**src/rtl/rrc_fir_serial.sv**
```systemverilog
// Time-multiplexed FIR/RRC filter, one MAC per tap; output TAPS+1 edges after accept.
// Backpressure: in_ready is high only in IDLE; output has no backpressure (single-cycle pulse).
module rrc_fir_serial #(
  parameter int DATA_W  = 9,
  parameter int COEF_W  = 9,
  parameter int TAPS    = 33,
  parameter int ACC_W   = 24,
  parameter int FRAC_SH = 8,
  parameter int OUT_W   = 9
) (
  input  logic                      clk,
  input  logic                      rst_n,
  input  logic                      in_valid,
  output logic                      in_ready,
  input  logic signed [DATA_W-1:0]  in_data,
  input  logic                      coef_we,
  input  logic [$clog2(TAPS)-1:0]   coef_addr,
  input  logic signed [COEF_W-1:0]  coef_wdata,
  output logic                      out_valid,
  output logic signed [OUT_W-1:0]   out_data,
  output logic                      sat_flag,
  output logic                      busy
);

  localparam int AW = $clog2(TAPS);
  localparam int PW = DATA_W + COEF_W;
  localparam int RW = ACC_W + 1;

  localparam logic [AW:0]            TAPS_C  = (AW+1)'(TAPS);
  localparam logic [AW-1:0]          LAST    = AW'(TAPS - 1);
  localparam logic signed [RW-1:0]   HALF    = RW'(1 << (FRAC_SH - 1));
  localparam logic signed [RW-1:0]   OUT_MAX = RW'((1 << (OUT_W - 1)) - 1);
  localparam logic signed [RW-1:0]   OUT_MIN = ~OUT_MAX;

  if (ACC_W < DATA_W + COEF_W + $clog2(TAPS)) begin : g_acc_chk
    $error("rrc_fir_serial: ACC_W too narrow for DATA_W+COEF_W+clog2(TAPS)");
  end
  if (TAPS < 2 || FRAC_SH < 1) begin : g_par_chk
    $error("rrc_fir_serial: TAPS must be >= 2 and FRAC_SH >= 1");
  end

  typedef enum logic [1:0] {IDLE, MAC, DONE} state_t;

  state_t                   state, state_nxt;
  logic signed [DATA_W-1:0] dline [TAPS];
  logic signed [COEF_W-1:0] coef  [TAPS];
  logic signed [ACC_W-1:0]  acc;
  logic [AW-1:0]            idx;
  logic signed [PW-1:0]     prod;
  logic signed [RW-1:0]     rnd_sum;
  logic signed [RW-1:0]     rnd_val;
  logic                     clip_hi;
  logic                     clip_lo;
  logic                     coef_ok;

  assign in_ready = (state == IDLE);
  assign busy     = (state == MAC) || (state == DONE);
  assign coef_ok  = coef_we && ({1'b0, coef_addr} < TAPS_C);
  assign prod     = PW'(dline[idx]) * PW'(coef[idx]);

  always_ff @(posedge clk or negedge rst_n) begin
    if (!rst_n) state <= IDLE;
    else        state <= state_nxt;
  end

  always_comb begin
    state_nxt = state;
    unique case (state)
      IDLE:    if (in_valid) state_nxt = MAC;
      MAC:     if (idx == LAST) state_nxt = DONE;
      DONE:    state_nxt = IDLE;
      default: state_nxt = IDLE;
    endcase
  end

  // Round half up on the widened accumulator, then clip to the output range.
  always_comb begin
    rnd_sum = {acc[ACC_W-1], acc} + HALF;
    rnd_val = rnd_sum >>> FRAC_SH;
    clip_hi = (rnd_val > OUT_MAX);
    clip_lo = (rnd_val < OUT_MIN);
  end

  always_ff @(posedge clk or negedge rst_n) begin
    if (!rst_n) begin
      for (int k = 0; k < TAPS; k++) begin
        dline[k] <= '0;
        coef[k]  <= '0;
      end
      acc       <= '0;
      idx       <= '0;
      out_data  <= '0;
      out_valid <= 1'b0;
      sat_flag  <= 1'b0;
    end else begin
      out_valid <= 1'b0;
      unique case (state)
        IDLE: begin
          if (coef_ok) coef[coef_addr] <= coef_wdata;
          if (in_valid) begin
            dline[0] <= in_data;
            for (int k = 1; k < TAPS; k++) dline[k] <= dline[k-1];
            acc <= '0;
            idx <= '0;
          end
        end
        MAC: begin
          acc <= acc + {{(ACC_W-PW){prod[PW-1]}}, prod};
          idx <= (idx == LAST) ? '0 : idx + 1'b1;
        end
        DONE: begin
          out_valid <= 1'b1;
          sat_flag  <= clip_hi | clip_lo;
          if (clip_hi)      out_data <= OUT_MAX[OUT_W-1:0];
          else if (clip_lo) out_data <= OUT_MIN[OUT_W-1:0];
          else              out_data <= rnd_val[OUT_W-1:0];
        end
        default: ;
      endcase
    end
  end

endmodule

```
**config.mk**
```make
export PLATFORM = sky130hd
export DESIGN_NAME = rrc_fir_serial
export DESIGN_NICKNAME = d
export VERILOG_FILES = /design/src/rtl/rrc_fir_serial.sv
export SDC_FILE = /design/constraint.sdc
export NUM_CORES = 1
export LEC_CHECK = 0
export ABC_AREA = 1
export BUFFER_PORTS_ARGS = -buffer_cell sky130_fd_sc_hd__buf_4
export CORE_ASPECT_RATIO = 1.1
export CORE_MARGIN = 2
export CORE_UTILIZATION = 45
export DETAILED_ROUTE_END_ITERATION = 12
export GPL_TIMING_DRIVEN = 1
export PLACE_DENSITY = 0.7
export SLEW_MARGIN = 20
export SYNTH_ARGS = -nofsm -noshare
export SYNTH_HDL_FRONTEND = slang
export SYNTH_SLANG_ARGS = --single-unit
```
**constraint.sdc**
```tcl
create_clock -name clk -period 7.2 [get_ports clk]
set_input_delay 0.36 -clock clk [delete_from_list [all_inputs] [get_ports clk]]
set_output_delay 0.36 -clock clk [all_outputs]
set_load 0.01 [all_outputs]
```
==> results.md <==
- For this run, the post-layout net count is 4546.
- After detailed routing, the average wire length per cell comes to 17.5 µm.
- The multi-input combinational cell area is 16000 µm².
- Ranked by instance count, the synthesized netlist is headed by nand2_1, o21ai_0, dfrtp_1, inv_1, nor2_1.
- When the netlist entered floorplanning its net count stood at 4409.
- For this run, the number of Yosys warnings is 0.
- The ratio of routed vias to standard cells is 5.46.
- The final reports fail on setup timing.
- The cell with the most instances after synthesis is nand2_1.
- The worst setup path is of the flip-flop to flip-flop kind.
- The violation count after the first detailed-routing iteration is 2558.
- The number of H-tree branching levels is 3.
- The final-report hold violation count is 0.
- The width of the die is 264 µm.
- The maximum fanout count along the critical path is 8.
- The global-route wire length before repair is 153 mm.
- The area growth from synthesis to layout is 20.3%.
- The total of flip-flops plus latches after synthesis is 637.
- The share of synthesized area in the top cell type comes to 47.7%.
- The average instance in the mapped netlist occupies 7.88 µm².
- The largest single stage delay on the critical path is 570 ps.
- The die covers 76500 µm².
- The root cell of the clock tree is clkbuf_16.
- The minimum clock period after layout is 7310 ps.
- The run finished, with violations left.
- Yosys mapped the design onto 38 distinct sky130hd cell types.
- For the worst setup path, the data required time is 7680 ps.
- The worst slack after detailed placement is -297 ps.
- The maximum number of pins on one net before global-route repair is 183.
- The number of cells after detailed placement is 5215.
- In the finished design, the share of the clock period the worst path needs comes to 101%.
- The transition time at the pin with the least slew margin is 1070 ps.
- The cell type of the slowest stage on the worst timing path is dfrtp_4.
- The relative slew slack is 28.4%.
- The most prevalent standard cell on the critical path is nand2_1.
- The layout has 6559 filler cells.
- The number of I/O pins is 41.
- Ranked by total cell area, the synthesized netlist is headed by dfrtp_1, o21ai_0, nand2_1.
- The final non-filler cell total is 5387.
- The number of nets with antenna violations after detailed routing is 0.
- The synthesized design contains 0 enable-type register cells.
- The detailed placer's ending HPWL is 59.9 mm.
- The kind of end point of the critical path is a flip-flop.
- STA classifies the critical path startpoint as a flip-flop.
- The die is 290 µm tall.
- The type of the tightest min-delay check is input port to flip-flop.
- The total clock sinks is 637.
- The routed design has 94.4 mm of wire.
- The combined area of all synthesized cells is 33400 µm².
- The first TritonRoute pass finished after 6 iterations.
- The clock slew seen by the registers of the worst setup and hold paths is 70 ps.
- The largest total area in the synthesized netlist belongs to dfrtp_1.
- Derived from the worst setup path, the maximum achievable clock frequency is 137 MHz.
- The weighted congestion reported at the end of routability-driven placement is 0.926.
- On the final layout, the worst clock skew is 47.9 ps.
- The total of endpoints with negative setup slack in the final report is 7.
- The final worst slack is -106 ps.
- The most used flip-flop cell after synthesis is dfrtp_1.
- Across the run, the number of max-cap violations was 0.
- The residual DRC count is 0.
- The floorplan step defined a core boundary enclosing 73400 µm².
- STA puts the critical path data arrival time at 7790 ps.
- For this run, the register share of the synthesized area comes to 47.7%.
- Clock tree synthesis inserted a total of 70 buffers.
- The number of antenna cells inserted is 0.
- The number of global-route vias before repair was 28600.
- The post-route netlist has 14.3% of its cells at a drive strength greater than 1.
- For this configuration, the core starts out at a cell density of 45.6%.
- The standard-cell row count is 104.
- The fraction of registers with async set/reset is 100%.
- The number of I/O port buffers is 40.
- The worst setup slack for register-to-register paths is -110 ps.
- The overall overflow remaining after global route is 0.
- The number of antenna violations at the first check in global routing is 0.
- Across the whole layout, storage elements account for 15900 µm².
- The max-slew violation count is 0.
- The routed layout has 29400 vias.
- The clock latency at the later pin of the worst-skew pair is 630 ps.
- The maximum count of clock buffers along a single path is 3.
- Global routing consumed, over all layers together, 24.5% of the routing resources.
- Setup repair after global routing could not meet its margin everywhere.
- The cell count after synthesis came out at 4243.
- The CTS tree is built.
## path summary, 6_finish.rpt
path	depth (start not counted)	to	from
max	40	acc[17]$_DFFE_PN0P_	idx[0]$_DFFE_PN0P_
min	4	state[0]$_DFFE_PN0P_	in_valid
max reg2reg	40	acc[17]$_DFFE_PN0P_	idx[0]$_DFFE_PN0P_
min reg2reg	2	dline[238]$_DFFE_PN0P_	dline[247]$_DFFE_PN0P_
max in group asynchronous	3	dline[274]$_DFFE_PN0P_	rst_n
min in group asynchronous	2	coef[258]$_DFFE_PN0P_	rst_n
## cells in the final DEF (no fill, tap or decap), types with 58 or more instances in the layout
cell / synthesis / routed
inv_1: 399 / 389
nand2_1: 1129 / 1089
nor2_1: 269 / 242
fa_1: 71 / 67
buf_4: 2 / 236
dfrtp_1: 637 / 635
nand2_2: 24 / 58
clkbuf_16: 0 / 74
nand3_1: 91 / 78
a21oi_1: 223 / 202
o21ai_0: 892 / 846
## registers in the layout (all words and copies together) (netlist names)
| name | flops |
|---|---|
| out_data | 9 |
| idx | 6 |
| sat_flag | 1 |
| state | 2 |
| out_valid | 1 |
| coef | 297 |
| dline | 297 |
| acc | 24 |
## routing by layer
layer / global-route usage, % / routed length (µm) / vias up
met5: 0 / 0 / -
met2: 39.9 / 44500 / 955
li1: - / - / 14100
met3: 3.22 / 5600 / 215
met1: 33.4 / 40700 / 14200
met4: 9.47 / 3660 / 0
## area by class of cell
cell class	instances	area share, %
multi-input cells	2958	39.8
well taps	954	2.97
repair inverters	2	0.0498
clock inverters	32	1.13
inverters	401	3.81
clock buffers	93	4.92
flip-flops and latches	637	39.6
repair buffers	310	7.73
## worst max-delay path: cells and delay by family (launching register included)
kind / cells / cell delay (ps)
flops: 1 / 570
fa+ha+maj: 7 / 2860
buf+inv: 12 / 1320
compound gates: 5 / 750
xor+xnor: 1 / 170
simple gates: 15 / 1450
## cells by family after synthesis
group | Yosys count | synth area share (%)
AOI/OAI and AO/OA | 1224 | 18.8
adders and majority gates | 138 | 6.76
buffers and inverters | 648 | 7.51
DFF | 637 | 47.7
xor gates and xnor gates | 21 | 0.550
and+or+nand+nor | 1575 | 18.7
## through the flow
step	instance area, µm²	setup TNS [ps]	util [%]	hold slack, ps
2_1_floorplan	33400	0	-	64.4
3_3_place_gp	36100	-1490	49.2	450
3_5_place_dp	36100	-2200	49.2	451
4_1_cts	39400	0	53.7	168
5_1_grt	40200	-3540	54.8	230
6_report	40200	-324	54.8	201
## what timing repair did
item                                    in CTS  in global routing
gates resized for setup                    109                160
buffers inserted                            11                 15
endpoints found under the setup margin      11                 15
pin swaps                                   51                 75
hold endpoints to repair                    98                  0
cloned                                       8                  3
hold buffers                                10                  0
Power is left out: the tool's default activity adds up to more than one toggle a clock period on the data nets, which glitch-free logic cannot reach.
